**src/rtl/frame_prefetch.sv**
```systemverilog
// Prefetches 4-bit gray pixels from the RP2040 framebuffer into a small FWFT FIFO for the VGA stage.
// Optional pixel capture counter is built when FRAME_PREFETCH_STATS_EN is defined.
module frame_prefetch #(
    parameter int DEPTH      = 8,
    parameter int STROBE_CYC = 2,
    parameter int SETTLE     = 4
) (
    input  logic        clk,
    input  logic        rst_n,
    input  logic        frame_start_in,
    input  logic        pixel_req_in,
    output logic [3:0]  pixel_out,
    output logic        pixel_valid_out,
    output logic        underrun_out,
    output logic        fb_reset_out,
    output logic        fb_next_pixel_out,
    input  logic [3:0]  fb_pixel_in,
    output logic [15:0] pixel_count_out
);

    localparam int AW   = $clog2(DEPTH);
    localparam int MAXC = (STROBE_CYC > SETTLE) ? STROBE_CYC : SETTLE;
    localparam int CW   = (MAXC > 1) ? $clog2(MAXC) : 1;

    localparam logic [AW:0]   DEPTH_C     = DEPTH[AW:0];
    localparam logic [CW-1:0] STROBE_LAST = CW'(STROBE_CYC - 1);
    localparam logic [CW-1:0] SETTLE_LAST = CW'(SETTLE - 1);

    typedef enum logic [1:0] {
        ST_WAIT,
        ST_RST_HI,
        ST_NEXT_HI,
        ST_SETTLE
    } state_t;

    state_t          state_q, state_d;
    logic [CW-1:0]   cnt_q, cnt_d;
    logic            primed_q;
    logic [AW-1:0]   wr_ptr_q, rd_ptr_q;
    logic [AW:0]     count_q, count_d, next_count;
    logic [3:0]      mem [DEPTH];
    logic [3:0]      sync1_q, sync2_q;
    logic            underrun_q;
    logic            fb_reset_q, fb_next_q;
    logic            empty, push, pop;

    assign empty = (count_q == '0);
    // Frame start takes priority over any pop in the same cycle.
    assign pop   = pixel_req_in && !empty && !frame_start_in;

    assign next_count = count_q + (AW+1)'(1) - {{AW{1'b0}}, pop};

    always_comb begin
        state_d = state_q;
        cnt_d   = cnt_q;
        push    = 1'b0;
        if (frame_start_in) begin
            state_d = ST_RST_HI;
            cnt_d   = '0;
        end else begin
            case (state_q)
                ST_WAIT: begin
                    if (primed_q && (count_q < DEPTH_C)) begin
                        state_d = ST_NEXT_HI;
                        cnt_d   = '0;
                    end
                end
                ST_RST_HI, ST_NEXT_HI: begin
                    if (cnt_q == STROBE_LAST) begin
                        state_d = ST_SETTLE;
                        cnt_d   = '0;
                    end else begin
                        cnt_d = cnt_q + CW'(1);
                    end
                end
                ST_SETTLE: begin
                    if (cnt_q == SETTLE_LAST) begin
                        push    = 1'b1;
                        cnt_d   = '0;
                        state_d = (next_count < DEPTH_C) ? ST_NEXT_HI : ST_WAIT;
                    end else begin
                        cnt_d = cnt_q + CW'(1);
                    end
                end
                default: begin
                    state_d = ST_WAIT;
                    cnt_d   = '0;
                end
            endcase
        end
    end

    always_comb begin
        count_d = count_q;
        case ({push, pop})
            2'b10:   count_d = count_q + (AW+1)'(1);
            2'b01:   count_d = count_q - (AW+1)'(1);
            default: count_d = count_q;
        endcase
    end

    always_ff @(posedge clk or negedge rst_n) begin
        if (!rst_n) begin
            state_q    <= ST_WAIT;
            cnt_q      <= '0;
            primed_q   <= 1'b0;
            wr_ptr_q   <= '0;
            rd_ptr_q   <= '0;
            count_q    <= '0;
            sync1_q    <= '0;
            sync2_q    <= '0;
            underrun_q <= 1'b0;
            fb_reset_q <= 1'b0;
            fb_next_q  <= 1'b0;
        end else begin
            state_q    <= state_d;
            cnt_q      <= cnt_d;
            sync1_q    <= fb_pixel_in;
            sync2_q    <= sync1_q;
            // Strobes decode the next state so they are glitch-free flops.
            fb_reset_q <= (state_d == ST_RST_HI);
            fb_next_q  <= (state_d == ST_NEXT_HI);
            if (frame_start_in) begin
                primed_q   <= 1'b1;
                wr_ptr_q   <= '0;
                rd_ptr_q   <= '0;
                count_q    <= '0;
                underrun_q <= 1'b0;
            end else begin
                if (push) wr_ptr_q <= wr_ptr_q + AW'(1);
                if (pop)  rd_ptr_q <= rd_ptr_q + AW'(1);
                count_q <= count_d;
                if (pixel_req_in && empty) underrun_q <= 1'b1;
            end
        end
    end

    always_ff @(posedge clk) begin
        if (push) mem[wr_ptr_q] <= sync2_q;
    end

    assign pixel_out         = empty ? 4'h0 : mem[rd_ptr_q];
    assign pixel_valid_out   = !empty;
    assign underrun_out      = underrun_q;
    assign fb_reset_out      = fb_reset_q;
    assign fb_next_pixel_out = fb_next_q;

`ifdef FRAME_PREFETCH_STATS_EN
    logic [15:0] pix_cnt_q;

    always_ff @(posedge clk or negedge rst_n) begin
        if (!rst_n) begin
            pix_cnt_q <= '0;
        end else if (frame_start_in) begin
            pix_cnt_q <= '0;
        end else if (push && (pix_cnt_q != 16'hFFFF)) begin
            pix_cnt_q <= pix_cnt_q + 16'd1;
        end
    end

    assign pixel_count_out = pix_cnt_q;
`else
    assign pixel_count_out = 16'h0000;
`endif

endmodule

```
**config.mk**
```make
export PLATFORM = sky130hd
export DESIGN_NAME = frame_prefetch
export DESIGN_NICKNAME = d
export VERILOG_FILES = /design/src/rtl/frame_prefetch.sv
export SDC_FILE = /design/constraint.sdc
export NUM_CORES = 1
export LEC_CHECK = 0
export ABC_AREA = 1
export ABC_CLOCK_PERIOD_IN_PS = 2450
export BUFFER_PORTS_ARGS = -buffer_cell sky130_fd_sc_hd__buf_2
export CORE_MARGIN = 4
export CORE_UTILIZATION = 30
export CTS_CLUSTER_DIAMETER = 50
export DETAILED_ROUTE_END_ITERATION = 12
export GPL_TIMING_DRIVEN = 0
export PLACE_DENSITY = 0.5
export SETUP_SLACK_MARGIN = 0.15
export SLEW_MARGIN = 20
export SYNTH_ARGS = -nofsm -noshare
export SYNTH_HDL_FRONTEND = slang
export SYNTH_SLANG_ARGS = --single-unit
```
**constraint.sdc**
```tcl
create_clock -name clk -period 2.45 [get_ports clk]
set_input_delay 0.3675 -clock clk [delete_from_list [all_inputs] [get_ports clk]]
set_output_delay 0.3675 -clock clk [all_outputs]
set_load 0.03 [all_outputs]
```
; Word-level counts from Yosys, hierarchy flattened
; Memories as Yosys holds them, arrays and structs flattened.
; Index checks and enable logic that the tools add are counted.
[totals]
ramBits = 32
mem_count = 1
reg_bits = 26
output_inout_bits = 24
input_bits = 8
[memory_table]
columns = name, depth, word_bits, rd, rd_clocked_by_memory_dff, write_ports, line_no
row1 = mem, 8, 4, 1, 0, 1, 41  ; logic [3:0] mem [DEPTH];
[op_classes]
add_sub_neg = 6
reduce_logical = 13
mux = 25
eq_ne = 10
order_cmp = 2
[ops]
columns = operator, n
row1 = 2-to-1 mux 2 bit, 9
row2 = 2-to-1 mux 3 bit, 4
row3 = case mux 2 bit (3 select lines), 2
row4 = "== test 2 bit, second input constant", 5
row5 = "== test 2 x 1 -> 1 bit, second input constant", 4
row6 = "< comparator 4 bit, second input constant", 2
row7 = 2-to-1 mux 4 bit, 2
row8 = case mux 4 bit (2 select lines), 1
row9 = 2-to-1 mux 1 bit, 7
row10 = "adder 3 x 1 -> 3 bit, second input constant", 2
row11 = nonzero test 2 bit, 3
row12 = "adder 4 x 1 -> 4 bit, second input constant", 1
row13 = logical AND 1 bit, 4
row14 = logical NOT 4 bit, 1
row15 = subtractor 4 x 1 -> 4 bit, 1
row16 = "subtractor 4 x 1 -> 4 bit, second input constant", 1
row17 = "inequality test 3 bit, second input constant", 1
row18 = nonzero test 3 bit, 1
row19 = "adder 2 x 1 -> 2 bit, second input constant", 1
row20 = logical NOT 1 bit, 2
row21 = logical NOT 2 bit, 1
row22 = OR reduction 2 bit, 1

; Depth between registers and ports, before layout
[logic_depth]
depth_word = 11
depth_mapped = 11
depth_no_buf = 11

; Worst setup path before layout
; No wires, ideal clock.
[synth_timing]
path_kind = flip-flop to output port
start = reg rd_ptr_q[0]
end = out pixel_out[1]
required_ns = 2.082
path_buffers = 2
stages_incl_launch_ff = 8
setup_slack_ns = 0.591
t_arrival_ns = 1.491
cell_sequence = dfrtp_1 -> buf_2 -> inv_2 -> buf_4 -> nor2_1 -> o32ai_1 -> nor2_1 -> nor2_1
[synth_between]
elab_chain_len = 2
[synth_lines]
columns = item, line_no
row1 = "start, declared", 39  ; logic [AW-1:0] wr_ptr_q, rd_ptr_q;
row2 = "start signal, assigned", 131  ; if (pop) rd_ptr_q <= rd_ptr_q + AW'(1);
row3 = memory read (8 x 4 bit), n/a
row4 = 2-to-1 mux 4 bit, 142  ; assign pixel_out = empty ? 4'h0 : mem[rd_ptr_q];
row5 = "end, declared", 12  ; output logic [3:0] pixel_out,
; No other way between the ends.

; Final worst setup path
; Same ends and word-level chain as after synthesis.

==> reports/metrics.yaml <==
run_status:
  status: "completed"
sta:
  finalSetupTns_ns: 0
  fin_crit_ns: 2.15
  tightest_slew_ns: 0.602
  slew_viol_final: 0
  rsz0062_at_grt: "no"
  clock_skew_ns: 0.0115
  hold_viol: 0
  setup_viol: 0
  maxSlewHeadroom_pct: 59.9
  max_freq_mhz: 465
  period_share_pct: 87.8
worst_setup_path:
  crit_fanout: 10
  path_class: "register to primary output"
  cp_slowest_stage_delay_ns: 0.39
  cp.arrival_ns: 1.78
  end_kind: "primary output"
  cp_slowest_cell: "dfrtp_1"
  path_cells: "buf_6, inv_4, buf_8, nor2_1, o32ai_2, nor2_1, nor2_1, buf_4"
  cp_data_required_time_ns: 2.08
  reg2reg_to: "mem[4][1]$_DFFE_PP_"
  cp-start-kind: "register"
  r2r_setup_slack_ns: 0.53
  r2r-start: "state_q[0]$_DFF_PN0_"
  r2r_cells: 5
  path_common_cell: "nor2_1"
cts:
  cts.path.max_buffers: 2
  cts_tree: "done"
  cts_setup_buffers: 0
  clk_latency_ns: 0.33
  clkSinkCount: 58
  clk_pin_slew_ns: 0.07
  cts-root-buf: "clkbuf_8"
  htree_levels: 3
  cts_inserted_buffers: 9
final_layout:
  fin_nets: 320
  num-fill-cells: 896
  layout-drive-gt1-share_pct: 21.2
  synthToLayoutAreaGrowth_pct: 18.1
  final_cells: 415
  diodes: 0
  fin_util_pct: 36.7
logic_synthesis:
  yosysSeqAreaShare_pct: 59.2
  synth.area.top_cells: "edfxtp_1, dfrtp_1, nor2_1, buf_4, ha_1"
  synth_area_um2: 2720
  ys_seq_elements: 58
  syn_inst: 261
  netlist.area_leader.share_pct: 35.3
  synth_top_area_cell: "edfxtp_1"
  synth.distinct_cells: 27
  avgSynthCellArea_um2: 10.4
  yosys_warnings: 0
routing:
  ant_nets: 0
  viasPerCell: 4.34
  dr_total_vias: 1802
  routed_wl_mm: 5.15
  first_pass_iters: 4
  routedWlPerCell_um: 12.4
  drc: 0
  drt_iter0_drc: 122
die:
  core_area_um2: 8760
  start_util_pct: 31.1
  die_h_um: 103
  row_count: 34
  die_w_um: 103
  pin_count: 32
  die_area_um2: 10700
grt:
  grt_pass1_wl_mm: 8.61
  grtUsageTotal_pct: 10.8
  antenna_found_initial: 0
  grt_start_max_net_pins: 27
  gr-total-overflow: 0
  grt_pass1_vias: 1764
power_and_ir_drop:
  power.density_nw_per_um2: 1060
  p_leak_nw: 1.40
  peakVddDrop_mv: 0.504
job:
  cap_violations: 0
placement:
  dp.cells: 399
  gp_congestion: 0.707
  dp_hpwl_mm: 3.70
  numPortBuffers: 15
worst_hold_path:
  hold_class: "input port to async pin"
[per-layer routing]
| metal | up-vias | wire length [um] | global-route usage, % |
|---|---|---|---|
| li1 | 932 | - | - |
| met1 | 815 | 2560 | 14.4 |
| met2 | 48 | 2240 | 16.2 |
| met3 | 7 | 252 | 3.09 |
| met4 | 0 | 95 | 5.38 |
| met5 | - | 0 | 0 |
[cell type report]
class	instances	area, um^2	area share [%]
Multi-Input combinational cell	171	932	29.0
Inverter	26	100	3.11
Timing Repair Buffer	15	80.1	2.49
Tap cell	108	135	4.20
Sequential cell	58	1610	50.1
Clock inverter	6	58.8	1.83
Buffer	21	170	5.29
Clock buffer	10	128	3.97
[per-stage QoR]
| stage | power, mW | hold slack, ns | setup WS [ns] | instance area (um^2) |
|---|---|---|---|---|
| floorplan | 2.22 | 0.0719 | 0.591 | 2780 |
| global placement | 2.53 | 0.333 | 0.394 | 2990 |
| detailed placement | 2.53 | 0.335 | 0.421 | 2990 |
| CTS | 3.41 | 0.0562 | 0.154 | 3190 |
| global route | 3.67 | 0.0904 | 0.154 | 3220 |
| finish | 3.41 | 0.0395 | 0.299 | 3220 |
[cell families after synthesis]
kind of cell	synth area share (%)
XOR/XNOR	1.61
buffers and inverters	9.23
flip-flops	59.2
other	0.138
AND/OR/NAND/NOR	15.7
AO/OA/AOI/OAI	9.60
adder cells (fa/ha/maj)	4.59
[synthesized netlist by cell type, drive strengths merged]
cell type	instances
o22ai	4
nand2	33
conb	1
nand3	14
nor2	48
ha	10
xor2	5
a31oi	1
dfrtp	26
a22oi	1
edfxtp	32
inv	26
o32ai	9
buf	21
nor3	1
o21ai	23
nand3b	1
a21oi	5
[how the worst max path moves through the flow]
stage                                  from      endpoint  slack [ns]  cells after the start
global placement    rd_ptr_q[0]$_DFFE_PN0P_  pixel_out[1]        0.39                      8
floorplan           rd_ptr_q[0]$_DFFE_PN0P_  pixel_out[1]        0.59                      7
finish              rd_ptr_q[0]$_DFFE_PN0P_  pixel_out[1]        0.30                      8
global route        rd_ptr_q[1]$_DFFE_PN0P_  pixel_out[0]        0.15                      6
detailed placement  rd_ptr_q[0]$_DFFE_PN0P_  pixel_out[1]        0.42                      8
CTS                 rd_ptr_q[0]$_DFFE_PN0P_  pixel_out[1]        0.15                      8
[registers in the layout (all words and copies together) (netlist names)]
signal             flops
fb_reset_out           1
sync1_q                4
cnt_q                  2
state_q                2
primed_q               1
wr_ptr_q               3
sync2_q                4
mem                   32
count_q                4
underrun_out           1
fb_next_pixel_out      1
rd_ptr_q               3
[timing repair]
item,in CTS,in global routing
pin swaps,0,0
hold buffers,0,0
endpoints found under the setup margin,2,4
gates resized for setup,4,7
[critical path: cells and delay by family, from the launching register on]
kind	cells	cell delay, ns
AOI/OAI and AO/OA	1	0.21
buffers and inverters	4	0.58
DFF	1	0.39
and+or+nand+nor	3	0.27
[report_power, final]
part / switching (mW) / internal (mW)
registers: 0.0884 / 1.12
clock network: 0.372 / 0.464
logic: 0.875 / 0.486
total: 1.34 / 2.07
[cells in the final DEF, fill, tap and decap left out, types with 2 or more instances in the layout]
cell type / n
a21oi_1: 5
buf_2: 14
buf_4: 19
buf_6: 2
clkbuf_8: 9
clkinv_2: 4
conb_1: 16
dfrtp_1: 26
edfxtp_1: 32
ha_1: 10
inv_1: 23
inv_2: 2
nand2_1: 28
nand2_2: 3
nand2_4: 2
nand3_1: 13
nor2_1: 46
nor2_2: 2
o21ai_0: 18
o21ai_1: 4
o22ai_1: 4
o32ai_1: 7
o32ai_2: 2
xor2_1: 5
Power figures use the tool's default switching activity.
